`src/rtl/instr_encoder_loader.sv`:
```
// Sequential instruction encoder and program loader.
//
// Accepts symbolic instruction descriptors over a valid/ready handshake,
// packs each into a 32-bit instruction word and writes it to instruction
// memory at consecutive word addresses starting at BASE_ADR.
//
// Optional feature macro: ENC_FP_EN
//   defined   : kind 4 encodes floating-point words
//   undefined : kind 4 is illegal and no FP encoding logic is built
//
// state  | meaning
// -------+----------------------------------------------------------
// IDLE   | no session open; waits for start
// ACCEPT | in_ready high; waits for a descriptor handshake
// WRITE  | latched word driven on the memory port for one cycle
// DONE   | one-cycle done pulse, then back to IDLE
//
// MAX_WORDS must not exceed 511 so the index fits the 9-bit words port.

module instr_encoder_loader #(
   parameter int          MAX_WORDS = 256,
   parameter logic [31:0] BASE_ADR  = 32'h0000_0000
) (
   input  logic        clk,
   input  logic        reset,
   input  logic        start,
   input  logic        in_valid,
   output logic        in_ready,
   input  logic        in_last,
   input  logic [2:0]  kind,
   input  logic [3:0]  cond,
   input  logic [3:0]  op,
   input  logic        s_bit,
   input  logic        i_bit,
   input  logic        u_bit,
   input  logic [3:0]  rn,
   input  logic [3:0]  rd,
   input  logic [3:0]  rs,
   input  logic [3:0]  rm,
   input  logic [23:0] imm,
   output logic        MemWE,
   output logic [31:0] MemAdr,
   output logic [31:0] MemWD,
   output logic        busy,
   output logic        done,
   output logic        err,
   output logic [8:0]  words
);

   localparam logic [8:0] MAX_W = 9'(MAX_WORDS);

   localparam logic [2:0] KIND_DP  = 3'd0;
   localparam logic [2:0] KIND_MEM = 3'd1;
   localparam logic [2:0] KIND_BR  = 3'd2;
   localparam logic [2:0] KIND_MUL = 3'd3;
   localparam logic [2:0] KIND_FP  = 3'd4;

   typedef enum logic [1:0] {
      S_IDLE   = 2'd0,
      S_ACCEPT = 2'd1,
      S_WRITE  = 2'd2,
      S_DONE   = 2'd3
   } state_t;

   state_t      state;
   state_t      state_nx;
   logic [8:0]  idx;
   logic        last_q;
   logic [31:0] enc_word;
   logic        enc_legal;
   logic [11:0] dp_op2;
   logic [11:0] mem_off;
   logic        hs;
   logic        cap_full;

   assign hs       = (state == S_ACCEPT) && in_valid;
   assign cap_full = (idx + 9'd1) >= MAX_W;
   assign words    = idx;

   // operand fields shared by the DP and MEM formats
   always_comb begin
      dp_op2  = i_bit ? {rs, imm[7:0]} : {8'b0, rm};
      mem_off = i_bit ? imm[11:0]      : {8'b0, rm};
   end

   // pack the presented descriptor and flag kinds/subops with no encoding
   always_comb begin
      enc_word  = 32'h0;
      enc_legal = 1'b0;
      case (kind)
         KIND_DP: begin
            enc_legal = 1'b1;
            enc_word  = {cond, 2'b00, i_bit, op, s_bit, rn, rd, dp_op2};
         end
         KIND_MEM: begin
            enc_legal = 1'b1;
            enc_word  = {cond, 2'b01, ~i_bit, 1'b1, u_bit, 1'b0, 1'b0,
                         s_bit, rn, rd, mem_off};
         end
         KIND_BR: begin
            enc_legal = 1'b1;
            enc_word  = {cond, 3'b101, s_bit, imm};
         end
         KIND_MUL: begin
            // only MUL, UMULL and SMULL subops have a defined encoding
            enc_legal = (op == 4'b0000) || (op == 4'b0100) || (op == 4'b0110);
            enc_word  = {cond, 3'b000, op, s_bit, rn, rd, rs, 4'b1001, rm};
         end
         KIND_FP: begin
`ifdef ENC_FP_EN
            enc_legal = 1'b1;
            enc_word  = {cond, 2'b11, 1'b0, op, s_bit, rn, rd, 8'h00, rm};
`else
            enc_legal = 1'b0;
            enc_word  = 32'h0;
`endif
         end
         default: begin
            enc_legal = 1'b0;
            enc_word  = 32'h0;
         end
      endcase
   end

   // session sequencing: next state and state-decoded outputs
   always_comb begin
      state_nx = state;
      in_ready = 1'b0;
      MemWE    = 1'b0;
      busy     = 1'b0;
      done     = 1'b0;
      case (state)
         S_IDLE: begin
            if (start) state_nx = S_ACCEPT;
         end
         S_ACCEPT: begin
            in_ready = 1'b1;
            busy     = 1'b1;
            if (in_valid) begin
               if (enc_legal)    state_nx = S_WRITE;
               else if (in_last) state_nx = S_DONE;
            end
         end
         S_WRITE: begin
            MemWE = 1'b1;
            busy  = 1'b1;
            if (last_q || cap_full) state_nx = S_DONE;
            else                    state_nx = S_ACCEPT;
         end
         S_DONE: begin
            done     = 1'b1;
            state_nx = S_IDLE;
         end
         default: state_nx = S_IDLE;
      endcase
   end

   // state register, word/address latch, index and sticky error
   always_ff @(posedge clk) begin
      if (reset) begin
         state  <= S_IDLE;
         idx    <= 9'd0;
         last_q <= 1'b0;
         err    <= 1'b0;
         MemWD  <= 32'h0;
         MemAdr <= 32'h0;
      end else begin
         state <= state_nx;
         if (state == S_IDLE && start) begin
            idx <= 9'd0;
            err <= 1'b0;
         end
         if (hs) begin
            last_q <= in_last;
            if (enc_legal) begin
               MemWD  <= enc_word;
               MemAdr <= BASE_ADR + {21'b0, idx, 2'b00};
            end else begin
               err <= 1'b1;
            end
         end
         if (state == S_WRITE) idx <= idx + 9'd1;
      end
   end

endmodule

```
`config.mk`:
```
export PLATFORM = sky130hd
export DESIGN_NAME = instr_encoder_loader
export DESIGN_NICKNAME = d
export VERILOG_FILES = /design/src/rtl/instr_encoder_loader.sv
export SDC_FILE = /design/constraint.sdc
export NUM_CORES = 1
export LEC_CHECK = 0
export ABC_AREA = 1
export BUFFER_PORTS_ARGS = -buffer_cell sky130_fd_sc_hd__buf_2
export CORE_UTILIZATION = 40
export CTS_CLUSTER_DIAMETER = 150
export DETAILED_ROUTE_END_ITERATION = 16
export PLACE_DENSITY = 0.72
export SLEW_MARGIN = 10
export SYNTH_ARGS = -nofsm -noshare
export SYNTH_HDL_FRONTEND = slang
export SYNTH_SLANG_ARGS = --single-unit
```
`constraint.sdc`:
```
create_clock -name clk -period 1.6 [get_ports clk]
set_clock_uncertainty 0.1 [all_clocks]
set_input_delay 0.16 -clock clk [delete_from_list [all_inputs] [get_ports clk]]
set_output_delay 0.16 -clock clk [all_outputs]
set_load 0.02 [all_outputs]
```
==> summary.txt, run 1 <==
Outcome
  – Status: completed

Synth
  – Post-synthesis mux area share: 0%
  – Compound-cell area share of the yosys netlist: 21.1%
  – Mapped Avg Cell Area: 7.27 µm²
  – Adder-cell share of the synthesized area: 2.81%
  – Register bit count reported by yosys: 54
  – Warnings from Yosys: 0
  – Largest family of logic cells by synthesized area: compound AO/OA/AOI/OAI gates
  – Post-Synthesis Cells: 367
  – Number of flops mapped to enable cells by yosys: 0
  – XOR/XNOR Fraction of Synth Area: 0.328%
  – Top_reg_cell synth: dfxtp_1
  – Count of cell types in the netlist: 26
  – Register area share after synthesis: 40.5%
  – Post-synthesis async set-or-reset flop share: 0%
  – Simple-gate area share of the yosys netlist: 20.7%
  – Syn Std Cell Area: 2670 µm²

Place
  – Hpwl dp: 5.02 mm
  – # port buffers: 113
  – Placed insts: 557
  – Placed instance area: 3330 µm²
  – Routability cong.: 0.822

Final layout
  – Multi-input logic area: 1320 µm²
  – Non-Filler Instances: 574
  – Layout area overhead: 33.9%
  – Filler cell count in the final layout: 626
  – Sequential cell area: 1090 µm²
  – Share of cells above drive strength 1: 31.8%
  – Finished Cell Area: 3570 µm²
  – N_diodes: 0
  – Utilization after layout: 56.0%
  – Nets: 561

Floorplanning
  – Row count: 29
  – Die area: 7000 µm²
  – Die height: 83.7 µm
  – Std-Cell Core Area: 6390 µm²
  – Initial Util: 41.8%
  – Die X-Extent: 83.7 µm
  – # IOs: 137

Detailed routing
  – WL final: 6.86 mm
  – DRC: 0
  – Routed Antenna Nets: 0
  – DRT iter0 DRCs: 105
  – Drt wl/cell: 11.9 µm
  – DR vias: 2743
  – DRT Pass-1 Iters: 5
  – Routed vias/inst: 4.78

GRT
  – First-pass GRT wire length: 11.3 mm
  – GRT Total Usage: 19.5%
  – Grt ovf: 0
  – Largest net degree at the start of global routing: 38
  – Initial antenna violation count: 0
  – Vias in the first global route: 2513

Clock tree
  – Clock-pin slew on the worst setup and hold paths: 110 ps
  – Clock root buffer: clkbuf_8
  – CTS H-tree lvls: 2
  – TritonCTS clock tree: built
  – CTS Buf Count: 5
  – Worst-Skew Late Latency: 310 ps
  – Clock tree sinks: 54
  – Worst-case clock buffer depth: 2

Power and ir drop
  – Peak supply drop: 0.000694 V
  – Leakage power: 0.00188 µW
  – Switching pwr: 1290 µW
  – Switching Fraction: 33.0%
  – Power share of the sequential group: 39.9%
  – Combinational power share: 31.6%
  – Clock power frac: 28.5%
  – PD cells: 1100 nW/µm²
  – Internal Dissipation: 2630 µW

Setup path
  – Max stage delay cell, worst path: dfxtp_2
  – CP Max Fanout: 5
  – R2r setup slk: 120 ps
  – CP Class: flip-flop to output port
  – Crit path largest cell delay: 340 ps
  – CP Cell Sequence: inv_2 > buf_4 > ha_1 > buf_2
  – Buf+Inv Stages, Crit Path: 3
  – CP Data Arrival Time: 1260 ps
  – Crit. End Element: output port
  – CP required: 1340 ps
  – Startpoint types: flip-flop
  – Top delay family on crit path: buffers and inverters

Timing
  – Setup violators final: 0
  – Max Freq: 658 MHz
  – RSZ-0062 raised after global routing: yes
  – Period Utilization, post-route: 94.9%
  – Final Hold Vio Count: 0
  – Slew Viols, Final: 0
  – Crit path time final: 1520 ps
  – Hold WS: 15.7 ps
  – Setup_tns: 0 ps

Hold path
  – Hold Path Class: primary input to flip-flop

Job
  – Max-Cap Viols: 0
## final timing paths
check / from / endpoint / depth (start not counted)
hold / removal: imm[5] / MemWD[5]$_SDFFE_PP0P_ / 3
hold reg to reg: MemAdr[3]$_SDFFE_PP0P_ / MemAdr[3]$_SDFFE_PP0P_ / 2
setup reg to reg: words[0]$_SDFFE_PP0P_ / state[1]$_SDFFE_PP0P_ / 8
setup / recovery: state[1]$_SDFFE_PP0P_ / busy / 4
## cells in the mapped netlist, drive strengths merged (2+ instances only)
library cell / count / area, µm²
a22o: 3 / 26.3
nand2: 70 / 265
nor2: 38 / 143
o22ai: 2 / 12.5
o211a: 10 / 100
nand3: 22 / 123
nand4: 2 / 12.5
inv: 30 / 113
o21ai: 46 / 230
clkbuf: 5 / 20.0
a21oi: 39 / 195
nor3: 2 / 10.0
dfxtp: 54 / 1080
buf: 35 / 246
ha: 6 / 75.1
## state kept, by name, indices dropped and copies added (netlist names)
name	count
MemAdr	9
MemWD	32
err	1
last_q	1
state	2
words	9
## stage by stage
stage / setup slack [ps] / power, µW
after floorplan: 4.15 / 2430
after global placement: 65.1 / 2760
after detailed placement: -1.90 / 2770
after CTS: 39.4 / 3910
after global routing: -12.6 / 4170
final: 81.0 / 3930
## power groups by stage
stage | sequential [µW] | combinational (µW) | clock, µW
finish | 1570 | 1240 | 1120
floorplan | 1720 | 709 | 0
global route | 1580 | 1390 | 1200
detailed placement | 1580 | 1190 | 0
global placement | 1580 | 1170 | 0
CTS | 1560 | 1210 | 1150
## cell type report
class                   count  share of cell area (%)
flip-flops and latches     54                    30.4
inverters                  31                    3.33
well taps                  77                    2.70
clock inverters             2                    1.68
clock buffers               6                    2.31
multi-input cells         264                    37.0
repair buffers            140                    22.5
## placed cells by master (no fill, tap or decap), types with 3 or more instances in the layout
cell type | netlist | final
nand2_1 | 69 | 69
clkbuf_8 | 0 | 6
o211a_1 | 10 | 10
nor2_2 | 0 | 3
buf_2 | 8 | 113
inv_1 | 28 | 25
inv_2 | 2 | 4
o21ai_0 | 45 | 45
a21oi_1 | 39 | 38
a22o_1 | 3 | 3
conb_1 | 1 | 23
ha_1 | 6 | 4
dfxtp_1 | 54 | 52
nand3_1 | 21 | 21
dlygate4sd3_1 | 0 | 5
buf_4 | 24 | 20
nor2_1 | 38 | 35
## kinds of logic after synthesis
family,after synthesis
xor gates and xnor gates,1
AOI/OAI and AO/OA,100
buffers and inverters,71
DFF,54
other,1
adders and majority gates,6
and+or+nand+nor,134
## what timing repair did
action                                  4_1_cts  5_1_grt
pin swaps                                     0        3
resized for setup                             2        7
buffers inserted                              0        4
endpoints found under the setup margin       12       22
endpoints found under the hold margin         5        0
hold buffers                                  5        0
## per-layer routing
| layer | vias up | track usage [%] | share of wire [%] | routed length (µm) |
|---|---|---|---|---|
| li1 | 1414 | - | - | - |
| met1 | 1203 | 24.0 | 43 | 2940 |
| met2 | 116 | 33.0 | 48 | 3290 |
| met3 | 10 | 4.45 | 7.2 | 497 |
| met4 | 0 | 7.40 | 2.0 | 136 |
| met5 | - | 0 | 0 | 0 |
## worst register-to-register path: cells and delay by family (launching register included)
kind,cells,cell delay (ps)
AND/OR/NAND/NOR,6,600
flip-flops,1,350
AO/OA/AOI/OAI,1,170
adder cells (fa/ha/maj),1,160
Power figures use the tool's default switching activity.
==> run 2: changes to the inputs <==
--- a/config.mk
+++ b/config.mk
@@ -9,6 +9,6 @@
 export BUFFER_PORTS_ARGS = -buffer_cell sky130_fd_sc_hd__buf_2
-export CORE_UTILIZATION = 40
+export CORE_UTILIZATION = 41
 export CTS_CLUSTER_DIAMETER = 150
 export DETAILED_ROUTE_END_ITERATION = 16
-export PLACE_DENSITY = 0.72
+export PLACE_DENSITY = 0.73
 export SLEW_MARGIN = 10
==> constraint.sdc (replaced) <==
create_clock -name clk -period 1.6 [get_ports clk]
set_clock_uncertainty 0.1 [all_clocks]
set_input_delay 0.32 -clock clk [delete_from_list [all_inputs] [get_ports clk]]
set_output_delay 0.32 -clock clk [all_outputs]
set_load 0.02 [all_outputs]
==> run 2 against run 1 <==
Compared with the run above: routed wire length grew 4.9%; first-iteration DRC count is 2.9% lower; non-clock buffer count down 3; via count rose by 1.1%; die area down 2.4%; sequential power about the same; combinational power grew 8%; clock-buffer cell count increased by 1; global-route usage rose by 1.5 points; sequential share of layout area is 0.39 points higher; clock power fell by 34%.
==> summary.txt, run 2 (synthesis gave the netlist of run 1 again) <==
Clock tree
  – Clock-pin slew on the worst setup and hold paths: 90 ps (-20 ps)
  – CTS H-tree lvls: 2 (unchanged)
  – Worst-Skew Late Latency: 310 ps (about the same)
  – Clock root buffer: clkbuf_8
  – Hold-fix buffers, CTS: 0 (-5)
  – Worst-case clock buffer depth: 2 (unchanged)
  – TritonCTS clock tree: built
  – CTS Buf Count: 5 (unchanged)
  – Clock tree sinks: 54 (unchanged)

GRT
  – Grt peak-use layer: met2
  – Largest net degree at the start of global routing: 40 (+5.3%)
  – Initial antenna violation count: 0 (unchanged)
  – GR Layer Usage met3: 5.49% (+1.0 points)
  – GRT Total Usage: 21.0% (+1.5 points)
  – Met1 GRT Util: 25.2% (+1.3 points)
  – Vias in the first global route: 2418 (-3.8%)
  – Grt ovf: 0 (unchanged)
  – Met2 global-route usage: 35.4% (+2.4 points)
  – First-pass GRT wire length: 10.8 mm (-3.9%)

Timing
  – Final Hold Vio Count: 0 (unchanged)
  – Max Freq: 641 MHz (-2.7%)
  – RSZ-0062 raised after global routing: yes
  – Period Utilization, post-route: 97.6% (+2.6 points)
  – Setup violators final: 0 (unchanged)
  – Hold WS: 123 ps (+107 ps)
  – Slew Viols, Final: 0 (unchanged)
  – Crit path time final: 1560 ps (+42.1 ps)
  – PnR worst setup slack: 38.9 ps (-42.1 ps)

Detailed routing
  – Routed vias/inst: 4.86 (+1.8%)
  – DRT iter0 DRCs: 102 (-2.9%)
  – DR vias: 2772 (+1.1%)
  – Routed Antenna Nets: 0 (unchanged)
  – DRC: 0 (unchanged)
  – WL final: 7.19 mm (+4.9%)
  – Drt wl/cell: 12.6 µm (+5.6%)
  – DRT Pass-1 Iters: 4 (-1)

Place
  – Placed insts: 560 (+0.54%)
  – Routability cong.: 0.855 (+3.9%)
  – # port buffers: 113 (unchanged)
  – Hpwl dp: 5.24 mm (+4.4%)
  – Setup WS pre-CTS: -6.40 ps (-4.50 ps)

Final layout
  – Filler cell count in the final layout: 637 (+1.8%)
  – Layout area overhead: 32.2%
  – Nets: 558 (-0.53%)
  – Share of cells above drive strength 1: 31.6% (-0.15 points)
  – Max reg flops: 32 (unchanged)
  – Commonest non-fill, non-tap cells in the layout: buf_2, nand2_1, dfxtp_1
  – Most common cell after layout, fill and taps aside: buf_2
  – N_diodes: 0 (unchanged)
  – Biggest register: MemWD
  – Non-Filler Instances: 570 (-0.70%)

Power and ir drop
  – PD cells: 1030 nW/µm² (-6.3%)
  – Peak supply drop: 0.000494 V (-29%)
  – Leakage power: 0.00185 µW (-1.6%)
  – Tot Pwr: 3630 µW (-7.5%)

Floorplanning
  – Row count: 29 (unchanged)
  – Die X-Extent: 82.7 µm (-1.2%)
  – Die height: 82.7 µm (-1.2%)
  – Die area: 6840 µm² (-2.4%)
  – Std-Cell Core Area: 6310 µm² (-1.1%)
  – Initial Util: 42.3% (+0.48 points)
  – # IOs: 137 (unchanged)

Setup path
  – CP required: 1180 ps (-160 ps)
  – Crit path largest cell delay: 370 ps (+30 ps)
  – Max stage delay cell, worst path: dfxtp_4
  – CP Cell Sequence: buf_4 > ha_1 > buf_2
  – Crit. End Element: output port
  – CP Class: flip-flop to output port
  – Startpoint types: flip-flop
  – CP Data Arrival Time: 1140 ps (-120 ps)
  – CP Max Fanout: 3 (-2)

Hold path
  – Hold Path Class: primary input to flip-flop

Outcome
  – Status: completed

Job
  – Max-Cap Viols: 0 (unchanged)
==> run 2: cell types whose count changed in the layout (fill, tap and decap cells not counted), sizes merged <==
cell	previous run	this run
dlygate4sd3	5	0
clkbuf	6	9
bufinv	2	0
==> run 2: report_power, final <==
group / internal (µW) / leakage, µW / switching [µW]
Combinational: 544 / 0.00137 / 794
Clock: 303 / 0.0000383 / 432
Sequential: 1480 / 0.000438 / 76.1
==> run 2: final timing paths <==
kind / cells past startpoint / endpoint / slack, ps / from
hold reg to reg: 2 / MemAdr[8]$_SDFFE_PP0P_ / 370 / MemAdr[8]$_SDFFE_PP0P_
hold / removal: 3 / MemWD[31]$_SDFFE_PP0P_ / 120 / cond[3]
setup reg to reg: 9 / MemWD[18]$_SDFFE_PP0P_ / 110 / state[1]$_SDFFE_PP0P_
setup / recovery: 3 / done / 40 / state[0]$_SDFFE_PP0P_
==> run 2: worst max-delay path, delay by kind of cell, from the launching register on <==
family                     cells  cell delay, ps
DFF                            1             370
buffers and inverters          2             290
adders and majority gates      1             180
==> run 2: final cells by class <==
| class | count | area [µm²] | area share, % |
|---|---|---|---|
| multi-input cells | 264 | 1330 | 37.7 |
| flip-flops and latches | 54 | 1090 | 30.8 |
| repair buffers | 137 | 815 | 23.1 |
| inverters | 31 | 124 | 3.51 |
| well taps | 77 | 96.3 | 2.73 |
| clock buffers | 7 | 76.3 | 2.16 |
==> run 2: repair_timing <==
item                       4_1_cts  5_1_grt
setup buffers                    1        1
gates cloned                     0        2
resized for setup                6       11
setup endpoints to repair        2       44
pin swaps                        1        2
==> run 2: through the flow <==
stage          instance area [µm²]  TNS (ps)  utilization [%]
2_1_floorplan                 2780         0                -
4_1_cts                       3440         0             54.5
3_3_place_gp                  3340         0             52.9
6_report                      3530         0             55.9
5_1_grt                       3530     -27.5             55.9
3_5_place_dp                  3340     -12.4             52.9
==> run 2: layer usage <==
metal	vias up	wire, µm	part of all wire [%]
met5	-	0	0
met4	0	180	2.5
met3	14	443	6.2
met2	104	3380	47
met1	1240	3180	44
li1	1414	-	-
==> run 3: changes to the inputs <==
Settings changed: CELL_PAD_IN_SITES_DETAIL_PLACEMENT set to 1, CELL_PAD_IN_SITES_GLOBAL_PLACEMENT set to 1, CORE_UTILIZATION 41 to 28, PLACE_DENSITY 0.73 to 0.74.
==> run 3 against run 2 <==
Compared with the run above: sequential power barely moved; flip-flop and latch count did not move; design area rose by 5.6%; combinational power rose by 7%.
==> summary.txt, run 3 (synthesis gave the netlist of run 1 again) <==
Timing
  – Slew Viols, Final: 0 (unchanged)
  – Setup violators final: 0 (unchanged)
  – Period Utilization, post-route: 99.3% (+1.7 points)
  – PnR worst setup slack: 11.4 ps (-27.5 ps)
  – RSZ-0062 raised after global routing: yes
  – Crit path time final: 1590 ps (+27.5 ps)
  – Max Freq: 630 MHz (-1.7%)
  – Final Hold Vio Count: 0 (unchanged)

GRT
  – Vias in the first global route: 2819 (+17%)
  – Grt ovf: 0 (unchanged)
  – First-pass GRT wire length: 13.6 mm (+26%)
  – Largest net degree at the start of global routing: 31 (-23%)
  – GRT Total Usage: 17.3% (-3.7 points)
  – Initial antenna violation count: 0 (unchanged)

Final layout
  – Sequential cell area: 1090 µm² (+0.23%)
  – Share of cells above drive strength 1: 33.7% (+2.1 points)
  – Finished Cell Area: 3730 µm² (+5.6%)
  – Filler cell count in the final layout: 1206 (+89%)
  – Non-Filler Instances: 630 (+11%)
  – Nets: 565 (+1.3%)
  – Biggest register: MemWD
  – Layout area overhead: 39.7%
  – Commonest non-fill, non-tap cells in the layout: buf_2, nand2_1, dfxtp_1
  – Max reg flops: 32 (unchanged)
  – Multi-input logic area: 1350 µm² (+1.0%)
  – Utilization after layout: 40.3% (-16 points)
  – Most common cell after layout, fill and taps aside: buf_2
  – N_diodes: 0 (unchanged)

Floorplanning
  – Row count: 35 (+21%)
  – Die height: 99.6 µm (+21%)
  – Std-Cell Core Area: 9240 µm² (+46%)
  – # IOs: 137 (unchanged)
  – Die area: 9930 µm² (+45%)
  – Die X-Extent: 99.6 µm (+21%)
  – Initial Util: 28.9% (-13 points)

Detailed routing
  – Routed vias/inst: 4.53 (-6.9%)
  – Drt wl/cell: 13.9 µm (+11%)
  – WL met2: 4.35 mm (+29%)
  – Routed Antenna Nets: 0 (unchanged)
  – Uppermost layer routed: met4
  – DR vias: 2852 (+2.9%)
  – DRT Pass-1 Iters: 4 (unchanged)
  – DRC: 0 (unchanged)
  – Met1 wire length: 3.89 mm (+22%)
  – Routed met3 length: 418 µm (-5.6%)
  – WL final: 8.79 mm (+22%)
  – DRT iter0 DRCs: 57 (-44%)

Clock tree
  – Clock tree sinks: 54 (unchanged)
  – CTS H-tree lvls: 2 (unchanged)
  – TritonCTS clock tree: built
  – Worst-case clock buffer depth: 2 (unchanged)
  – Clock-pin slew on the worst setup and hold paths: 110 ps (+20 ps)
  – CTS Buf Count: 5 (unchanged)
  – Worst-Skew Late Latency: 310 ps (about the same)
  – Hold-fix buffers, CTS: 0 (unchanged)
  – Clock root buffer: clkbuf_8

Setup path
  – Crit path largest cell delay: 370 ps (about the same)
  – CP Class: flip-flop to flip-flop
  – CP Data Arrival Time: 1720 ps (+580 ps)
  – CP Cell Sequence: inv_4 > ha_4 > nand2_1 > inv_2 > nand3_4 > inv_8 > buf_12 > o21ai_0 > a21oi_1
  – Startpoint types: flip-flop
  – Crit. End Element: flip-flop
  – CP required: 1730 ps (+550 ps)
  – CP Max Fanout: 14 (+11)
  – Max stage delay cell, worst path: dfxtp_4

Job
  – Max-Cap Viols: 0 (unchanged)

Place
  – # port buffers: 113 (unchanged)
  – Setup WS pre-CTS: -20.1 ps (-13.7 ps)
  – Hpwl dp: 6.50 mm (+24%)
  – Placed instance area: 3450 µm² (+3.2%)
  – Placed insts: 616 (+10%)
  – Routability cong.: 0.804 (-6.0%)

Outcome
  – Status: completed

Power and ir drop
  – Peak supply drop: 0.000433 V (-12%)
  – PD cells: 1070 nW/µm² (+3.9%)
  – Leakage power: 0.00192 µW (+3.6%)

Hold path
  – Hold Path Class: primary input to flip-flop
-- run 3: final timing paths --
| path | start | cells past startpoint | end | slack [ps] |
|---|---|---|---|---|
| setup / recovery | state[1]$_SDFFE_PP0P_ | 9 | MemAdr[6]$_SDFFE_PP0P_ | 10 |
| hold / removal | cond[3] | 3 | MemWD[31]$_SDFFE_PP0P_ | 140 |
| setup reg to reg | state[1]$_SDFFE_PP0P_ | 9 | MemAdr[6]$_SDFFE_PP0P_ | 10 |
| hold reg to reg | MemAdr[8]$_SDFFE_PP0P_ | 2 | MemAdr[8]$_SDFFE_PP0P_ | 370 |
-- run 3: final cells by class --
| type | instances | share of cell area, % |
|---|---|---|
| clock inverter | 3 | 1.28 |
| tap | 129 | 4.33 |
| multi-input combinational | 264 | 36.1 |
| timing repair buffer | 144 | 23.7 |
| inverter | 31 | 3.52 |
| clock buffer | 5 | 1.85 |
| sequential | 54 | 29.2 |
-- run 3: repair_timing --
action                     CTS  global route
cloned                       0             2
buffers inserted             2             3
hold endpoints to repair     0             0
pin swaps                    1             8
setup endpoints to repair    3            42
gates resized for setup      6            21
-- run 3: through the flow --
stage,TNS [ps],hold WS [ps],total power [µW]
2_1_floorplan,0,355,2430
3_3_place_gp,-26.2,354,2840
3_5_place_dp,-79.2,360,2870
4_1_cts,0,132,3930
5_1_grt,-1050,136,4260
6_report,0,136,3990
-- run 3: report_power, final --
part	leakage (µW)	internal [µW]	switching, µW
clock network	0.0000587	476	496
registers	0.000439	1490	90.5
logic	0.00142	600	840
-- run 3: worst max-delay path, delay by kind of cell, from the launching register on --
kind	cells	cell delay, ps
buffers and inverters	4	430
flip-flops	1	370
AO/OA/AOI/OAI	2	260
AND/OR/NAND/NOR	2	190
adder cells (fa/ha/maj)	1	150
-- run 3: metal layers --
| layer | track usage, % | vias up |
|---|---|---|
| li1 | - | 1430 |
| met1 | 20.3 | 1328 |
| met2 | 32.3 | 85 |
| met3 | 3.02 | 9 |
| met4 | 4.19 | 0 |
| met5 | 0 | - |
